$ cat config.mk
export PLATFORM = sky130hd
export DESIGN_NAME = bit32_regfile
export DESIGN_NICKNAME = d
export VERILOG_FILES = /design/src/rtl/bit32_regfile_pkg.sv /design/src/rtl/regfile_bypass_mux.sv /design/src/rtl/bit32_regfile.sv
export SDC_FILE = /design/constraint.sdc
export NUM_CORES = 2
export LEC_CHECK = 0
export ABC_AREA = 1
export BUFFER_PORTS_ARGS = -buffer_cell sky130_fd_sc_hd__buf_2
export CAP_MARGIN = 20
export CELL_PAD_IN_SITES_DETAIL_PLACEMENT = 0
export CELL_PAD_IN_SITES_GLOBAL_PLACEMENT = 1
export CORE_MARGIN = 2
export CORE_UTILIZATION = 28
export DETAILED_ROUTE_END_ITERATION = 10
export PLACE_DENSITY = 0.57
export SYNTH_ARGS = -nofsm -noshare
export SYNTH_HDL_FRONTEND = slang
export SYNTH_SLANG_ARGS = --single-unit
$ cat constraint.sdc
create_clock -name clk -period 35.8 [get_ports clk]
set_input_delay 0 -clock clk [delete_from_list [all_inputs] [get_ports clk]]
set_output_delay 0 -clock clk [all_outputs]
set_load 0.02 [all_outputs]
$ cat src/rtl/bit32_regfile_pkg.sv
// bit32_regfile_pkg: shared constants and trap state encoding for the register file
package bit32_regfile_pkg;
  localparam logic [4:0] REG_ZERO = 5'd0;
  localparam int FLAG_Z = 0;
  localparam int FLAG_V = 1;
  localparam int FLAG_C = 2;
  typedef enum logic {
    IDLE    = 1'b0,
    TRAPPED = 1'b1
  } trap_state_t;
endpackage

$ cat src/rtl/regfile_bypass_mux.sv
// regfile_bypass_mux: read-port select between zero, write-through data and stored data
module regfile_bypass_mux
  import bit32_regfile_pkg::*;
#(
  parameter int WIDTH = 32,
  parameter int DEPTH_LOG2 = 5
) (
  input  logic [DEPTH_LOG2-1:0] rd_addr,
  input  logic [DEPTH_LOG2-1:0] wr_addr,
  input  logic                  wr_ok,
  input  logic [WIDTH-1:0]      stored,
  input  logic [WIDTH-1:0]      wr_data,
  output logic [WIDTH-1:0]      data
);
  always_comb begin
    data = (rd_addr == DEPTH_LOG2'(REG_ZERO)) ? '0 : (wr_ok && rd_addr == wr_addr) ? wr_data : stored;
  end
endmodule

$ cat src/rtl/bit32_regfile.sv
// bit32_regfile: 32x32 ALU register file with write-through reads, flag register and sticky overflow trap
module bit32_regfile
  import bit32_regfile_pkg::*;
#(
  parameter int WIDTH = 32,
  parameter int DEPTH_LOG2 = 5
) (
  input  logic                  clk,
  input  logic                  reset,
  input  logic [DEPTH_LOG2-1:0] ra_addr,
  input  logic [DEPTH_LOG2-1:0] rb_addr,
  output logic [WIDTH-1:0]      ra_data,
  output logic [WIDTH-1:0]      rb_data,
  input  logic                  we,
  input  logic [DEPTH_LOG2-1:0] wr_addr,
  input  logic [WIDTH-1:0]      wr_data,
  input  logic                  flag_we,
  input  logic                  z_in,
  input  logic                  v_in,
  input  logic                  c_in,
  input  logic                  trap_en,
  input  logic                  trap_clr,
  output logic [2:0]            flags,
  output logic                  trap,
  output logic [DEPTH_LOG2-1:0] trap_addr
);
  logic [WIDTH-1:0] mem [2**DEPTH_LOG2];
  trap_state_t state, state_nx;
  logic trap_hit, wr_ok;
  always_comb begin
    trap_hit = flag_we & v_in & trap_en;
    wr_ok    = we & (wr_addr != DEPTH_LOG2'(REG_ZERO)) & (state == IDLE) & ~trap_hit;
    state_nx = trap_hit ? TRAPPED : (trap_clr ? IDLE : state);
    trap     = (state == TRAPPED);
  end
  always_ff @(posedge clk or posedge reset) begin
    if (reset) begin
      for (int i = 0; i < 2**DEPTH_LOG2; i++) mem[i] <= '0;
    end else if (wr_ok) begin
      mem[wr_addr] <= wr_data;
    end
  end
  always_ff @(posedge clk or posedge reset) begin
    if (reset) begin
      state     <= IDLE;
      flags     <= '0;
      trap_addr <= '0;
    end else begin
      state <= state_nx;
      if (flag_we) begin
        flags[FLAG_Z] <= z_in;
        flags[FLAG_V] <= v_in;
        flags[FLAG_C] <= c_in;
      end
      if (trap_hit && (state == IDLE || trap_clr)) trap_addr <= wr_addr;
    end
  end
  regfile_bypass_mux #(.WIDTH(WIDTH), .DEPTH_LOG2(DEPTH_LOG2)) u_mux_a (
    .rd_addr(ra_addr),
    .wr_addr(wr_addr),
    .wr_ok  (wr_ok),
    .stored (mem[ra_addr]),
    .wr_data(wr_data),
    .data   (ra_data)
  );
  regfile_bypass_mux #(.WIDTH(WIDTH), .DEPTH_LOG2(DEPTH_LOG2)) u_mux_b (
    .rd_addr(rb_addr),
    .wr_addr(wr_addr),
    .wr_ok  (wr_ok),
    .stored (mem[rb_addr]),
    .wr_data(wr_data),
    .data   (rb_data)
  );
endmodule

==> qor.csv <==
metric,value,unit
Max clock buf depth,3,
Yosys Warn Count,0,
crit-path cells,"nand3b_1, a21oi_4, buf_4, nand2_4, nand3_1, nand2_1, inv_1, buf_2",
IO Pins,129,
initial antenna violation count,11,
Mapped Nets,8520,
DR vias/cell,5.207,
Max IR drop VDD,0.00003611,V
Tightest Pin Transition,1.180,ns
die area,0.2131,mm^2
share of cells above drive strength 1,6.534,%
core area,0.2077,mm^2
Critical Path Start Type,register,
Static Leak,0.03102,uW
Fin Setup TNS,0,ns
met2 Use GR,40.78,%
Detailed Routing Iterations Pass 1,8,
worst slack at placement,31.20,ns
max-cap violations,0,
Fin. Hold Viols,0,
final worst path period need,5.177,ns
Critical Path RT,35.80,ns
initial core utilization,28.23,%
CP Capture Type,primary output,
"top cells by area, synth","dfrtp_1, nand2_1, o21ai_0",
"commonest non-fill, non-tap cell in the layout",nand2_1,
nets,8218,
Hold WS,0.2541,ns
# rows,167,
Worst Path Buf+Inv,3,
clock edge transition at the registers on the reported setup and hold paths,0.06,ns
residual DRC count,0,
Hold Path Class,in2reg,
gr ovfl total,0,
die height,461.6,um
CP Max Fanout,38,
fin worst setup slack,30.62,ns
Skew-Pair Late Insertion Delay,0.79,ns
area share of the largest cell type after synthesis,44.09,%
initial drt markers,5738,
RSZ-0062 raised after global routing,no,
status,"finished, final reports clean",
DRT antenna net count,0,
vias in the first global route,55564,
Synth Instances,8464,
Port-buffer cells,128,
post-cts resize count,0,
Clock Skew,0.03395,ns
# clock sinks,1033,
total track usage,25.17,%
GR Util met3,3.511,%
"Max stage delay cell, worst path",a21oi_4,
Max-slew headroom,21.34,%
root buf cell,clkbuf_16,
DP HPWL,148800,um
first-pass GRT wire length,396200,um
top cell type by total area after synthesis,dfrtp_1,
Inserted Clock Buffers,136,
CP top delay family,simple AND/OR/NAND/NOR gates,
largest net degree at the start of global routing,170,
Max Freq,0.1932,GHz
Critical Path AT,5.18,ns
CTS tree,done,
vias,57589,
"Setup violations, final",0,
Area growth syn-to-layout,13.12,%
Final Max Tran Viols,0,
Worst path max stage delay,1.04,ns
most frequent cells in the layout,"nand2_1, o21ai_0, dfrtp_1",
htree depth,4,
Non-Filler Instances,11059,
gp weighted congestion,0.8053,
routed len/inst,24.47,um
Mean Syn Cell Area,6.927,um^2
Most Crowded Layer GR,met2,
Die Width,461.6,um
crit path kind,reg2out,
GR Util met1,35.11,%
"Seq/Total Area, Yosys",44.09,%
final worst-path cycle share,14.46,%
power per cell area,53.87,mW/mm^2
"FF+latch count, synth",1033,
mapped cell area,0.05863,mm^2
Post-Place Cells,10755,
final wirelength,270600,um
Cell variety after synth,30,
==> worst register-to-register path, cell delays in order (launching register included) <==
cell and delay [ns]:
dfrtp_1 0.39, nand3b_1 0.52, a21oi_4 1.04, buf_4 0.72
nand3_4 0.65, buf_4 0.56, nand2_1 0.18, o21ai_0 0.09
==> cells in the mapped netlist <==
cell / n
nor2_1: 260
nand3_1: 901
nand3_2: 7
nor3_2: 8
clkinv_1: 1
inv_2: 5
nand4_4: 3
or2_2: 4
nor2_2: 1
nand4_1: 9
dfrtp_1: 1033
buf_1: 86
nand2_2: 1
nor3_4: 3
o21ai_0: 1503
o211ai_1: 132
buf_4: 1
mux2_2: 3
buf_6: 1
nand2_1: 2315
clkbuf_1: 572
o21ai_1: 125
nand4_2: 10
nand3b_1: 1
buf_2: 110
a21oi_4: 1
xor2_1: 2
xnor2_1: 2
a21oi_1: 566
inv_1: 798
==> layout make-up <==
class | count | area (um^2)
timing repair buffer | 330 | 2465
inverter | 804 | 3062
clock buffer | 214 | 4144
clock inverter | 26 | 315.3
tap | 2788 | 3488
multi-input combinational | 5857 | 26980
fill | 22745 | 141400
sequential | 1033 | 25850
antenna | 7 | 17.52
==> flip-flops by register name, indices dropped and copies added, names as in the netlist <==
signal and cells:
flags 3, mem 1024, trap 1, trap_addr 5
==> power by group <==
| part | internal (uW) | switching [uW] |
|---|---|---|
| sequential | 1370 | 129 |
| combinational | 220 | 459 |
| clock | 828 | 571 |
| total | 2410 | 1160 |
==> routing by layer <==
metal,wire (um),up-vias
met4,6799,2
met1,123800,28273
met5,13,-
met3,16780,362
li1,-,26958
met2,123200,1994
==> timing repair <==
action	4_1_cts	5_1_grt
endpoints found under the hold margin	1102	0
hold buffers	55	0
buffers inserted	0	0
==> per-stage QoR <==
stage | power (uW) | util, % | instance area [um^2]
after global routing | 3774 | 31.93 | 66310
final | 3573 | 31.93 | 66320
after global placement | 2172 | 29.48 | 61230
after CTS | 3603 | 31.90 | 66260
after floorplan | 1955 | - | 58630
after detailed placement | 2183 | 29.49 | 61250
==> cell families after synthesis <==
family / share of synthesized area [%]
buffers and inverters: 10.33
AND/OR/NAND/NOR: 25.01
multiplexers: 0.05762
XOR/XNOR: 0.05977
flip-flops: 44.09
AO/OA/AOI/OAI: 20.45
==> final timing paths <==
check / start / end / slack, ns / cells past startpoint
setup / recovery: trap / rb_data[14] / 30.62 / 8
hold / removal: trap_en / trap_addr[3] / 0.25 / 4
setup reg to reg: trap / mem[891] / 31.48 / 7
hold reg to reg: mem[1002] / mem[1002] / 0.37 / 0
max in group asynchronous: reset / mem[278] / 31.34 / 8
min in group asynchronous: reset / mem[961] / 0.54 / 4
No activity file was read; power rests on OpenSTA's default activity.
